### src/rtl/ps2_keycode_rx_if.sv
// Bundle between the PS/2 receiver and its keyboard lines / consumer.
// master = receiver side; slave = line driver and btn consumer.
interface ps2_keycode_rx_if;
  logic        ps2_clk;
  logic        ps2_data;
  logic [31:0] btn;
  logic [7:0]  rx_byte;
  logic        rx_done;
  logic        frame_err;

  modport master (input ps2_clk, ps2_data, output btn, rx_byte, rx_done, frame_err);
  modport slave  (output ps2_clk, ps2_data, input btn, rx_byte, rx_done, frame_err);
endinterface

### src/rtl/ps2_keycode_rx.sv
// PS/2 keyboard receiver: line conditioning, 11-bit frame capture and a
// make/break/E0 decoder that tracks the currently held key on btn[15:0].

module ps2_line_filter #(
  parameter int FILTER_LEN = 8
) (
  input  logic clk,
  input  logic reset,
  input  logic din,
  output logic dout
);
  localparam int CW = $clog2(FILTER_LEN + 1);

  logic [1:0]    sync;
  logic [CW-1:0] cnt;

  // Output flips only after FILTER_LEN consecutive samples disagree with it.
  always_ff @(posedge clk or negedge reset) begin
    if (!reset) begin
      sync <= 2'b11;
      cnt  <= '0;
      dout <= 1'b1;
    end else begin
      sync <= {sync[0], din};
      if (sync[1] == dout) begin
        cnt <= '0;
      end else if (cnt == CW'(FILTER_LEN - 1)) begin
        dout <= sync[1];
        cnt  <= '0;
      end else begin
        cnt <= cnt + CW'(1);
      end
    end
  end
endmodule

module ps2_keycode_rx #(
  parameter int FILTER_LEN = 8,
  parameter int TIMEOUT    = 20000
) (
  input logic            clk,
  input logic            reset,
  ps2_keycode_rx_if.master bus
);
  localparam int NUM_LINES = 2;
  localparam int TW        = $clog2(TIMEOUT);

  typedef enum logic [1:0] {IDLE, DATA, PARITY, STOP} state_t;

  logic [NUM_LINES-1:0] raw, flt;
  logic                 clk_prev, fall_tick, data_f;

  assign raw = {bus.ps2_data, bus.ps2_clk};

  ps2_line_filter #(.FILTER_LEN(FILTER_LEN)) u_flt [NUM_LINES-1:0] (
    .clk  (clk),
    .reset(reset),
    .din  (raw),
    .dout (flt)
  );

  assign data_f    = flt[1];
  assign fall_tick = clk_prev & ~flt[0];

  state_t        state_q, state_d;
  logic [2:0]    bit_q, bit_d;
  logic [7:0]    sh_q, sh_d;
  logic          par_q, par_d;
  logic [TW-1:0] tcnt_q, tcnt_d;
  logic          done_d, err_d;

  logic [7:0]    rx_byte_q;
  logic          rx_done_q, frame_err_q;
  logic          ext_q, brk_q;
  logic [15:0]   held_q;
  logic [15:0]   cand;

  always_ff @(posedge clk or negedge reset) begin
    if (!reset) begin
      clk_prev <= 1'b1;
      state_q  <= IDLE;
      bit_q    <= '0;
      sh_q     <= '0;
      par_q    <= 1'b0;
      tcnt_q   <= '0;
    end else begin
      clk_prev <= flt[0];
      state_q  <= state_d;
      bit_q    <= bit_d;
      sh_q     <= sh_d;
      par_q    <= par_d;
      tcnt_q   <= tcnt_d;
    end
  end

  always_comb begin
    state_d = state_q;
    bit_d   = bit_q;
    sh_d    = sh_q;
    par_d   = par_q;
    tcnt_d  = tcnt_q;
    done_d  = 1'b0;
    err_d   = 1'b0;

    // A fall_tick always beats the timeout terminal count.
    if (state_q == IDLE || fall_tick) begin
      tcnt_d = '0;
    end else if (tcnt_q == TW'(TIMEOUT - 1)) begin
      tcnt_d  = '0;
      err_d   = 1'b1;
      state_d = IDLE;
    end else begin
      tcnt_d = tcnt_q + TW'(1);
    end

    if (fall_tick) begin
      case (state_q)
        IDLE: begin
          if (!data_f) begin
            state_d = DATA;
            bit_d   = '0;
          end
        end
        DATA: begin
          sh_d  = {data_f, sh_q[7:1]};
          bit_d = bit_q + 3'd1;
          if (bit_q == 3'd7) state_d = PARITY;
        end
        PARITY: begin
          par_d   = data_f;
          state_d = STOP;
        end
        STOP: begin
          state_d = IDLE;
          if (data_f && (^{sh_q, par_q})) done_d = 1'b1;
          else                            err_d  = 1'b1;
        end
        default: state_d = IDLE;
      endcase
    end
  end

  assign cand = ext_q ? {8'hE0, rx_byte_q} : {8'h00, rx_byte_q};

  always_ff @(posedge clk or negedge reset) begin
    if (!reset) begin
      rx_byte_q   <= '0;
      rx_done_q   <= 1'b0;
      frame_err_q <= 1'b0;
      ext_q       <= 1'b0;
      brk_q       <= 1'b0;
      held_q      <= '0;
    end else begin
      rx_done_q   <= done_d;
      frame_err_q <= err_d;
      if (done_d) rx_byte_q <= sh_q;

      // A corrupted frame drops any pending prefix so it cannot mis-release.
      if (frame_err_q) begin
        ext_q <= 1'b0;
        brk_q <= 1'b0;
      end else if (rx_done_q) begin
        case (rx_byte_q)
          8'hE0:   ext_q <= 1'b1;
          8'hF0:   brk_q <= 1'b1;
          default: begin
            if (brk_q) begin
              if (cand == held_q) held_q <= '0;
            end else begin
              held_q <= cand;
            end
            ext_q <= 1'b0;
            brk_q <= 1'b0;
          end
        endcase
      end
    end
  end

  assign bus.btn       = {16'h0000, held_q};
  assign bus.rx_byte   = rx_byte_q;
  assign bus.rx_done   = rx_done_q;
  assign bus.frame_err = frame_err_q;
endmodule

### src/flat_wrapper.sv
// flat-port wrapper written by rule: the top's interface ports become plain ports
module ps2_keycode_rx_flat 
#(
  parameter int FILTER_LEN = 8,
  parameter int TIMEOUT    = 20000
)
  (clk, reset, bus_ps2_clk, bus_ps2_data, bus_btn, bus_rx_byte, bus_rx_done, bus_frame_err);
  ps2_keycode_rx_if bus_i ();
  input logic clk;
  input logic reset;
  input wire logic [$bits(bus_i.ps2_clk)-1:0] bus_ps2_clk;
  input wire logic [$bits(bus_i.ps2_data)-1:0] bus_ps2_data;
  output wire logic [$bits(bus_i.btn)-1:0] bus_btn;
  output wire logic [$bits(bus_i.rx_byte)-1:0] bus_rx_byte;
  output wire logic [$bits(bus_i.rx_done)-1:0] bus_rx_done;
  output wire logic [$bits(bus_i.frame_err)-1:0] bus_frame_err;
  assign bus_i.ps2_clk = bus_ps2_clk;
  assign bus_i.ps2_data = bus_ps2_data;
  assign bus_btn = bus_i.btn;
  assign bus_rx_byte = bus_i.rx_byte;
  assign bus_rx_done = bus_i.rx_done;
  assign bus_frame_err = bus_i.frame_err;
  ps2_keycode_rx #(.FILTER_LEN(FILTER_LEN), .TIMEOUT(TIMEOUT)) u_core (.clk(clk), .reset(reset), .bus(bus_i));
endmodule
### config.mk
export PLATFORM = sky130hd
export DESIGN_NAME = ps2_keycode_rx_flat
export DESIGN_NICKNAME = d
export VERILOG_FILES = /design/src/rtl/ps2_keycode_rx_if.sv /design/src/rtl/ps2_keycode_rx.sv /design/src/flat_wrapper.sv
export SDC_FILE = /design/constraint.sdc
export NUM_CORES = 1
export LEC_CHECK = 0
export ABC_CLOCK_PERIOD_IN_PS = 3400
export BUFFER_PORTS_ARGS = -buffer_cell sky130_fd_sc_hd__buf_2
export CAP_MARGIN = 10
export CORE_MARGIN = 2
export CORE_UTILIZATION = 40
export CTS_CLUSTER_SIZE = 20
export DETAILED_ROUTE_END_ITERATION = 6
export GPL_TIMING_DRIVEN = 0
export PLACE_DENSITY = 0.65
export SLEW_MARGIN = 20
export SYNTH_ARGS = -nofsm -noshare
export SYNTH_HDL_FRONTEND = slang
export SYNTH_SLANG_ARGS = --single-unit
### constraint.sdc
create_clock -name clk -period 3.4 [get_ports clk]
set_clock_uncertainty 0.2 [all_clocks]
set_input_delay 0.34 -clock clk [delete_from_list [all_inputs] [get_ports clk]]
set_output_delay 0.34 -clock clk [all_outputs]
set_load 0.01 [all_outputs]
==> run_results.csv, run 1 <==
group,metric,value,unit
drt,starting_drc_count_in_detailed_routing,91,
die,die_height,93.5,um
hold_path,hold_class,"flop to flop",
finish,finish.net_count,363,
placed_design,detailedPlace.worstSlack,1.16,ns
sta,max_clock_freq,449,MHz
die,floorplan.io_pins,46,
finish,instances_no_fill,461,
sta,report.final.hold_viol_count,0,
placed_design,globalplace.congestion,0.795,
finish,utilization,49.0,%
logic_synthesis,share_of_the_yosys_chip_area_belonging_to_registers,51.0,%
logic_synthesis,yosys_warnings,0,
global_routing,grt.total_usage,14.2,%
die,coreArea,7770,um2
clock_tree,clk_latency,0.34,ns
finish,layout-area-overhead-vs-synth,18.7,%
placed_design,dp_cell_count,442,
logic_synthesis,synth_largest_type_area_fraction,45.3,%
hold_path,worst_hold_path.num_cells,0,
sta,timing.setup.tns,0,ns
drt,drt.antenna.violating_nets,0,
finish,layout.cells.most_common,"dfrtp_1",
clock_tree,tritoncts.num_buffers,9,
hold_path,min_from,"u_core.u_flt[1].sync[0]",
die,initial_utilization,41.3,%
sta,final-setup-viol-count,0,
clock_tree,clkTransAtPathRegs,0.07,ns
logic_synthesis,synth_largest_area_cell,"dfrtp_1",
logic_synthesis,ys_types,42,
logic_synthesis,synth_area_leaders,"dfrtp_1 (45%), mux2_2 (7.0%), dfstp_2 (5.7%), buf_4 (5.4%), nand2_1 (4.3%)",
die,dieWidth,93.5,um
worst_setup_path,critical_path.max_stage_delay,0.36,ns
sta,maxSlewViolCount,0,
worst_setup_path,wp_depth,7,
power,internal-power,1430,uW
finish,antenna_cells,0,
worst_setup_path,worstRegToRegCells,7,
clock_tree,buffer_count_from_post_cts_setup_fixing,0,
worst_setup_path,arrival,2.25,ns
worst_setup_path,crit_path_top_delay_cell,"dfrtp_1",
global_routing,antenna_found_initial,0,
worst_setup_path,cp_startpoint_kind,"flop",
logic_synthesis,number_of_flip_flops_and_latches_in_the_synthesized_netlist,65,
power,p_switching,537,uW
clock_tree,cts_root_buf,"clkbuf_8",
logic_synthesis,syn-cell-area,3210,um2
global_routing,grt_pass1_vias,2108,
global_routing,grt_overflow,0,
worst_setup_path,origin_of_the_critical_flop_to_flop_path,"u_core.tcnt_q[0]",
clock_tree,cts_tree,"yes",
drt,detailroute.via_count,2203,
placed_design,numPortBuffers,24,
drt,drt_wl_total,5540,um
power,vdd.ir_drop.worst,0.299,mV
worst_setup_path,path_delay_family,"buffers and inverters",
clock_tree,ctsLongestPathBuffers,2,
worst_setup_path,worstPathCellList,"ha_1 > and4_1 > clkbuf_1 > nand4_1 > o211ai_1 > buf_2 > nor2_1",
logic_synthesis,avgSynthCellArea,10.9,um2
sta,post-route-worst-setup-slack,1.17,ns
power,power_frac_comb,18.0,%
status,run_status,"complete, no violations",
die,fp.dieArea,8750,um2
drt,average_wire_per_standard_cell,12.0,um
run,max_cap_violations,0,
power,power.clock.fraction,35.3,%
global_routing,grt_max_degree,48,
worst_setup_path,critPathKind,"flop to flop",
clock_tree,h-tree-depth,3,
drt,drc_errors,0,
power,power.sequential.fraction,46.7,%
die,num_rows,32,
sta,period_share,65.5,%
worst_setup_path,worstSetupStartpoint,"u_core.tcnt_q[0]",
power,p_leak,0.00184,uW
worst_setup_path,endpoint_kind,"flop",
worst_setup_path,path_buf_inv,2,
logic_synthesis,synth_cells,295,
sta,tightestPinTransition,0.875,ns
drt,dr.pass1.iters,4,
power,powerDensity,517,nW/um2
drt,vias_per_cell,4.78,
global_routing,grt_first_pass_wirelength,9650,um
sta,grt_setup_unrepaired,"no",
power,netSwitchingFraction,27.3,%
worst_setup_path,critical_path_peak_fanout,10,
finish,layout_common_cells,"dfrtp_1 (58), nand2_1 (37), buf_2 (25)",
sta,slew-limit-headroom,41.2,%
worst_setup_path,critical_path_required,3.42,ns
clock_tree,clock_sinks,65,
sta,whs,0.157,ns
sta,period_minus_slack,2.23,ns
placed_design,post_dp_hpwl,3870,um
finish,final_layout_size_suffix_gt1_share,26.7,%
-- area by class of cell --
cell class	count	area [um2]
Timing Repair Buffer	28	180
Sequential cell	65	1640
Inverter	7	26.3
Clock buffer	10	128
Multi-Input combinational cell	210	1410
Tap cell	102	128
Buffer	33	213
Clock inverter	6	82.6
Fill cell	708	3960
-- repair_timing --
| action | 4_1_cts | 5_1_grt |
|---|---|---|
| endpoints found under the hold margin | 63 | 0 |
| gates resized for setup | 0 | 0 |
| hold buffers | 3 | 0 |
-- Yosys cell counts (all sizes together) --
cell and n:
and4 3, buf 25, a211o 1, o21ai 3
a211oi 2, dfrtp 58, nor3 6, mux2 20
ha 5, nor4bb 1, o2111a 1, o21bai 1
a21oi 8, nand4 9, xnor3 2, conb 1
nand2 37, xor3 1, nor3b 1, and2 2
xnor2 15, inv 7, xor2 12, mux2i 2
nand3b 1, nand2b 1, nor2b 3, or4 1
and3 2, a22o 2, dfstp 7, clkbuf 8
nor4 2, nor2 20, o211ai 11, or3 2
nand3 11, and4b 1
-- worst reg2reg max path, stage by stage (launching register included) --
cell and delay, ns:
dfrtp_1 0.36, ha_1 0.21, and4_1 0.21, clkbuf_1 0.26, nand4_1 0.20, o211ai_1 0.29, buf_2 0.31, nor2_1 0.08
-- worst paths after layout --
path / end / slack (ns)
max reg2reg: u_core.tcnt_q[4] / 1.17
max in group asynchronous: u_core.u_flt[0].sync[1] / 2.20
max: u_core.tcnt_q[4] / 1.17
min in group asynchronous: u_core.u_flt[1].cnt[2] / 0.24
min reg2reg: u_core.u_flt[1].sync[1] / 0.16
min: u_core.u_flt[1].sync[1] / 0.16
-- metal layers --
layer	vias up	GRT usage [%]	routed length, um
met3	9	5.16	291
li1	1091	-	-
met1	1050	17.9	2640
met4	0	4.47	78
met2	53	22.7	2530
met5	-	0	0
-- kinds of logic (layout without fill, tap and decap cells) --
logic type / count (synthesis) / in the layout / share of synthesized area [%]
AO/OA/AOI/OAI: 29 / 29 / 6.32
XOR/XNOR: 30 / 30 / 9.56
adder cells (fa/ha/maj): 5 / 5 / 1.95
buffers and inverters: 40 / 84 / 7.45
flip-flops: 65 / 65 / 51.0
multiplexers: 22 / 22 / 8.04
other: 1 / 21 / 0.117
AND/OR/NAND/NOR: 103 / 103 / 15.6
-- flip-flops by register name, indices dropped and copies added, names as in the netlist, 3 cells and up --
register / count
u_core.tcnt_q: 15
u_core.held_q: 9
u_core.bus.rx_byte: 8
u_core.sh_q: 8
u_core.u_flt.cnt: 8
u_core.u_flt.sync: 4
u_core.bit_q: 3
-- stage by stage --
step	instance area (um2)	total power, uW
4_1_cts	3810	2010
3_3_place_gp	3530	1270
5_1_grt	3810	2090
2_1_floorplan	3280	1200
6_report	3810	1970
3_5_place_dp	3570	1290
-- power groups by stage --
| stage | registers, uW | clock network (uW) | logic [uW] |
|---|---|---|---|
| after global placement | 929 | 0 | 344 |
| after floorplan | 920 | 0 | 283 |
| after detailed placement | 934 | 0 | 356 |
| after global routing | 931 | 756 | 406 |
| after CTS | 920 | 724 | 362 |
| final | 920 | 695 | 354 |
No activity file was read; power rests on OpenSTA's default activity.
==> run 2, diff against run 1 <==
--- a/config.mk
+++ b/config.mk
@@ -5,7 +5,7 @@
 export SDC_FILE = /design/constraint.sdc
 export NUM_CORES = 1
 export LEC_CHECK = 0
-export ABC_CLOCK_PERIOD_IN_PS = 3400
+export ABC_CLOCK_PERIOD_IN_PS = 2200
 export BUFFER_PORTS_ARGS = -buffer_cell sky130_fd_sc_hd__buf_2
 export CAP_MARGIN = 10
 export CORE_MARGIN = 2
==> constraint.sdc (replaced) <==
create_clock -name clk -period 2.2 [get_ports clk]
set_clock_uncertainty 0.2 [all_clocks]
set_input_delay 0.22 -clock clk [delete_from_list [all_inputs] [get_ports clk]]
set_output_delay 0.22 -clock clk [all_outputs]
set_load 0.01 [all_outputs]
==> run_results.csv, run 2 (synthesis results as in run 1) <==
group,metric,value,unit
worst_setup_path,critPathKind,"flop to flop",
die,fp.dieArea,8750,um2
worst_setup_path,critical_path_required,2.18,ns
hold_path,hold_class,"primary input to async pin",
global_routing,grt_overflow,0,
placed_design,postPlaceCellArea,3570,um2
run,max_cap_violations,0,
worst_setup_path,origin_of_the_critical_flop_to_flop_path,"u_core.bus.rx_byte[3]",
worst_setup_path,path_buf_inv,1,
clock_tree,clock_sinks,65,
drt,vias_per_cell,4.75,
clock_tree,ctsLongestPathBuffers,2,
power,vdd.ir_drop.worst,0.454,mV
sta,timing.setup.tns,0,ns
power,p_switching,844,uW
drt,starting_drc_count_in_detailed_routing,93,
power,power.clock.fraction,35.1,%
finish,layout_common_cells,"dfrtp_1 (58), nand2_1 (37), buf_4 (27)",
worst_setup_path,crit_path_top_delay_cell,"or4_1",
drt,drc_errors,0,
drt,drt_wl_total,5620,um
finish,top_register,"u_core.tcnt_q",
finish,antenna_cells,0,
sta,report.final.hold_viol_count,0,
status,run_status,"complete, no violations",
sta,tightestPinTransition,0.874,ns
sta,period_minus_slack,2.09,ns
die,die_height,93.5,um
sta,final-setup-viol-count,0,
power,netSwitchingFraction,27.5,%
finish,layout-area-overhead-vs-synth,19.6,%
finish,largest_regs,"u_core.tcnt_q x15, u_core.held_q x9",
power,power.sequential.fraction,46.3,%
placed_design,post_dp_hpwl,3870,um
worst_setup_path,worst-r2r-setup-slack,0.11,ns
finish,final_cell_area,3840,um2
drt,drt.antenna.violating_nets,0,
worst_setup_path,endpoint_kind,"flop",
placed_design,numPortBuffers,24,
worst_setup_path,cp_startpoint_kind,"flop",
finish,layout.cells.most_common,"dfrtp_1",
power,power_frac_comb,18.6,%
drt,dr.pass1.iters,4,
finish,max_reg_flops,15,
power,powerDensity,800,nW/um2
global_routing,grt_pass1_vias,2107,
power,p_leak,0.00186,uW
placed_design,globalplace.congestion,0.795,
clock_tree,h-tree-depth,3,
worst_setup_path,critical_path.max_stage_delay,0.60,ns
drt,average_wire_per_standard_cell,12.1,um
clock_tree,cts_root_buf,"clkbuf_8",
die,floorplan.io_pins,46,
global_routing,grt_max_degree,48,
finish,fill_cells,705,
sta,grt_setup_unrepaired,"no",
worst_setup_path,critical_path_peak_fanout,9,
die,initial_utilization,41.3,%
sta,period_share,95.1,%
die,dieWidth,93.5,um
clock_tree,clkTransAtPathRegs,0.07,ns
worst_setup_path,arrival,2.08,ns
drt,detailroute.via_count,2199,
global_routing,grt.total_usage,14.2,%
finish,final_layout_size_suffix_gt1_share,28.0,%
worst_setup_path,worstSetupStartpoint,"u_core.bus.rx_byte[3]",
sta,maxSlewViolCount,0,
die,num_rows,32,
sta,slew-limit-headroom,41.2,%
finish,finish.net_count,365,
sta,whs,0.114,ns
worst_setup_path,path_delay_family,"simple AND/OR/NAND/NOR gates",
global_routing,antenna_found_initial,0,
global_routing,grt_first_pass_wirelength,9690,um
clock_tree,tritoncts.num_buffers,9,
clock_tree,clk_latency,0.34,ns
sta,max_clock_freq,478,MHz
clock_tree,cts_tree,"yes",
power,internal-power,2230,uW
die,coreArea,7770,um2
worst_setup_path,worstPathCellList,"or4_1 > o2111a_1 > clkbuf_1 > nand2_1 > o211ai_1",
[run 2: power by group through the flow]
stage	sequential [uW]	clock, uW	combinational [uW]
2_1_floorplan	1420	0	438
3_3_place_gp	1440	0	531
3_5_place_dp	1440	0	551
4_1_cts	1420	1120	579
5_1_grt	1440	1170	648
6_report	1420	1080	571
[run 2: metal layers]
| layer | global-route usage [%] | up-vias | wire, um |
|---|---|---|---|
| met1 | 18.1 | 1046 | 2660 |
| li1 | - | 1095 | - |
| met3 | 5.16 | 6 | 269 |
| met5 | 0 | - | 0 |
| met4 | 4.47 | 0 | 61 |
| met2 | 22.7 | 52 | 2630 |
[run 2: through the flow]
stage / utilization (%) / std cells / total power [uW] / worst slack, ns
3_5_place_dp: 45.9 / 442 / 1990 / -0.0422
4_1_cts: 49.1 / 462 / 3120 / 0.0398
5_1_grt: 49.4 / 463 / 3260 / 0.00518
6_report: 49.4 / 463 / 3070 / 0.108
3_3_place_gp: 45.4 / 441 / 1970 / -0.304
2_1_floorplan: - / 315 / 1860 / 0.194
[run 2: worst paths after layout]
check / end / cells after the start
min in group clk: u_core.u_flt[0].sync[1] / 0
max: u_core.held_q[7] / 5
max reg2reg: u_core.held_q[7] / 5
min: u_core.u_flt[1].cnt[2] / 2
min reg2reg: u_core.u_flt[0].sync[1] / 0
max in group asynchronous: u_core.u_flt[0].sync[1] / 3
[run 2: cell type report]
type                       count  area [um2]  area share (%)
inverter                       7        26.3           0.685
clock buffer                  10         128            3.33
tap                          102         128            3.33
timing repair buffer          31         203            5.28
multi-input combinational    210        1430            37.1
clock inverter                 6        82.6            2.15
buffer                        32         209            5.45
sequential                    65        1640            42.6
[run 2: what timing repair did]
action | in CTS | in global routing
hold endpoints to repair | 63 | 0
gates resized for setup | 0 | 2
hold buffers | 3 | 0
setup buffers | 1 | 2
pin swaps | 0 | 0
setup endpoints to repair | 10 | 24
==> run 3, diff against run 2 <==
--- a/config.mk
+++ b/config.mk
@@ -17,4 +17,5 @@
 export SLEW_MARGIN = 20
 export SYNTH_ARGS = -nofsm -noshare
 export SYNTH_HDL_FRONTEND = slang
+export SYNTH_HIERARCHICAL = 1
 export SYNTH_SLANG_ARGS = --single-unit
==> run_results.csv, run 3 <==
group,metric,value,unit
global_routing,grt_pass1_vias,2071,
drt,topRoutingLayerUsed,"met4",
placed_design,post_dp_hpwl,3960,um
logic_synthesis,yosys.cell_count.top_type,"dfrtp_1",
drt,wl_met2,2690,um
drt,detailroute.via_count,2214,
sta,whs,0.116,ns
logic_synthesis,synth_area_leaders,"dfrtp_1 (45%), xnor2_1 (6.7%), mux2_2 (6.2%), dfstp_2 (5.7%), buf_4 (5.3%)",
worst_setup_path,path_delay_family,"simple AND/OR/NAND/NOR gates",
power,vdd.ir_drop.worst,0.590,mV
logic_synthesis,syn-cell-area,3250,um2
clock_tree,clk_latency,0.35,ns
global_routing,grt_overflow,0,
finish,layout-area-overhead-vs-synth,20.0,%
die,initial_utilization,41.6,%
logic_synthesis,synth_top_family_by_area,"simple AND/OR/NAND/NOR gates",
drt,drt_wl_total,5660,um
die,die_height,94.1,um
drt,dr.pass1.iters,4,
die,num_rows,32,
finish,antenna_cells,0,
sta,final-setup-viol-count,0,
worst_setup_path,cp_startpoint_kind,"flop",
hold_path,hold_class,"primary input to async pin",
drt,average_wire_per_standard_cell,12.4,um
sta,period_minus_slack,2.12,ns
status,run_status,"complete, no violations",
drt,drc_errors,0,
die,floorplan.io_pins,46,
worst_setup_path,critPathKind,"flop to flop",
finish,final_layout_size_suffix_gt1_share,29.8,%
finish,sequential_cell_area,1640,um2
logic_synthesis,synth_compound_area_share,6.47,%
clock_tree,cts_tree,"yes",
logic_synthesis,synth_cells,293,
power,powerDensity,814,nW/um2
drt,starting_drc_count_in_detailed_routing,59,
logic_synthesis,yosys_warnings,6,
global_routing,grt_first_pass_wirelength,9390,um
logic_synthesis,number_of_flip_flops_and_latches_in_the_synthesized_netlist,65,
worst_setup_path,worstPathCellList,"or4b_2 > o2111a_2 > nand2_1 > o211ai_1",
logic_synthesis,ys_types,47,
finish,largest_regs,"u_core/tcnt_q x15, u_core/held_q x9",
finish,utilization,49.9,%
sta,maxSlewViolCount,0,
finish,fill_cells,747,
clock_tree,clock_sinks,65,
global_routing,grt.total_usage,13.7,%
worst_setup_path,arrival,2.13,ns
clock_tree,cts_root_buf,"clkbuf_8",
sta,slew-limit-headroom,63.1,%
global_routing,antenna_found_initial,0,
clock_tree,ctsLongestPathBuffers,2,
logic_synthesis,avgSynthCellArea,11.1,um2
placed_design,postPlaceCellArea,3590,um2
logic_synthesis,xor_xnor_share_of_the_synthesized_area,9.98,%
clock_tree,clkTransAtPathRegs,0.08,ns
drt,vias_per_cell,4.83,
sta,tightestPinTransition,0.551,ns
worst_setup_path,crit_path_top_delay_cell,"or4b_2",
placed_design,globalplace.congestion,0.806,
drt,route.layer.met1.wl,2600,um
finish,multi_input_comb_area,1480,um2
power,p_leak,0.00182,uW
sta,max_clock_freq,471,MHz
finish,max_reg_flops,15,
global_routing,grt_max_degree,42,
worst_setup_path,endpoint_kind,"flop",
worst_setup_path,critical_path_required,2.21,ns
sta,report.final.hold_viol_count,0,
worst_setup_path,wp_depth,4,
placed_design,dp_cell_count,440,
worst_setup_path,path_buf_inv,0,
logic_synthesis,postSynth.topFlopCell,"dfrtp_1",
finish,top_register,"u_core/tcnt_q",
drt,routed-wl-met3,272,um
worst_setup_path,worstRegToRegCells,4,
drt,drt.antenna.violating_nets,0,
finish,finish.net_count,360,
die,fp.dieArea,8860,um2
logic_synthesis,synth_largest_area_cell,"dfrtp_1",
run,max_cap_violations,0,
logic_synthesis,edff_count_synth,0,
worst_setup_path,critical_path.max_stage_delay,0.77,ns
sta,period_share,96.5,%
finish,layout.cells.most_common,"dfrtp_1",
clock_tree,h-tree-depth,3,
finish,instances_no_fill,458,
logic_synthesis,share_of_the_yosys_chip_area_belonging_to_registers,50.3,%
finish,final_cell_area,3900,um2
die,dieWidth,94.1,um
logic_synthesis,synth_simple_gate_area_share,15.9,%
logic_synthesis,synth_largest_type_area_fraction,44.7,%
logic_synthesis,ys_async_sr_fraction,100,%
worst_setup_path,critical_path_peak_fanout,9,
finish,layout_common_cells,"dfrtp_1 (58), nand2_1 (36), xnor2_1 (25)",
logic_synthesis,yosys.area_share.adder,1.93,%
placed_design,numPortBuffers,24,
die,coreArea,7810,um2
logic_synthesis,multiplexer_fraction_of_the_synthesized_cell_area,8.17,%
logic_synthesis,synth_commonest_cells,"dfrtp_1 (58), nand2_1 (36), xnor2_1 (25)",
clock_tree,tritoncts.num_buffers,9,
==> run 3: cell count changes in the layout (fill, tap and decap cells not counted), moves of 3 or more <==
cell	previous run	this run
xnor2_1	15	25
xor2_1	12	4
a21oi_1	8	2
clkbuf_1	8	2
o21ai_0	3	8
buf_4	27	24
inv_1	7	10
nand3_1	11	8
nand4_1	9	6
nor3b_2	0	3
nor4_1	0	3
==> run 3: worst paths after layout <==
kind / start / to / slack [ns]
min in group clk: u_core/u_flt[0]/sync[0] / u_core/u_flt[0]/sync[1] / 0.16
max in group asynchronous: reset / u_core/u_flt[0]/sync[0] / 1.11
min reg2reg: u_core/u_flt[0]/sync[0] / u_core/u_flt[0]/sync[1] / 0.16
max reg2reg: u_core/bus.rx_byte[2] / u_core/held_q[4] / 0.08
max: u_core/bus.rx_byte[2] / u_core/held_q[4] / 0.08
min: reset / u_core/u_flt[1]/cnt[0] / 0.12
==> run 3: cell families after synthesis <==
group | count (synthesis)
compound gates | 28
xor+xnor | 32
fa+ha+maj | 5
buf+inv | 38
flops | 65
mux | 22
other cells | 1
simple gates | 102
==> run 3: power breakdown <==
part	total [uW]	switching [uW]	internal, uW
Clock	1220	471	751
Sequential	1470	133	1340
Combinational	482	248	234
==> run 3: layout make-up <==
class,instances,area share (%)
clock inverter,7,3.05
buffer,26,4.75
tap,102,3.27
inverter,10,0.963
clock buffer,9,3.18
multi-input combinational,210,37.9
sequential,65,41.9
timing repair buffer,29,4.94
==> run 3: through the flow <==
step | setup TNS (ns) | total power, uW | setup WS [ns]
after floorplan | 0 | 1850 | 0.134
after global placement | 0 | 1960 | 0.0239
after detailed placement | -0.0405 | 1980 | -0.0252
after CTS | 0 | 3230 | 0.0118
after global routing | -0.00228 | 3360 | -0.00228
final | 0 | 3170 | 0.0773
==> run 3: what timing repair did <==
action                     CTS  global route
hold endpoints to repair    64             0
setup endpoints to repair    8            33
hold buffers                 3             0
buffers inserted             0             1
pin swaps                    0             0
gates resized for setup      0             4
==> run 3: layer usage <==
metal	vias to the layer above	GRT usage, %
met5	-	0
met3	10	4.90
met4	0	5.31
li1	1083	-
met2	58	22.0
met1	1063	16.9
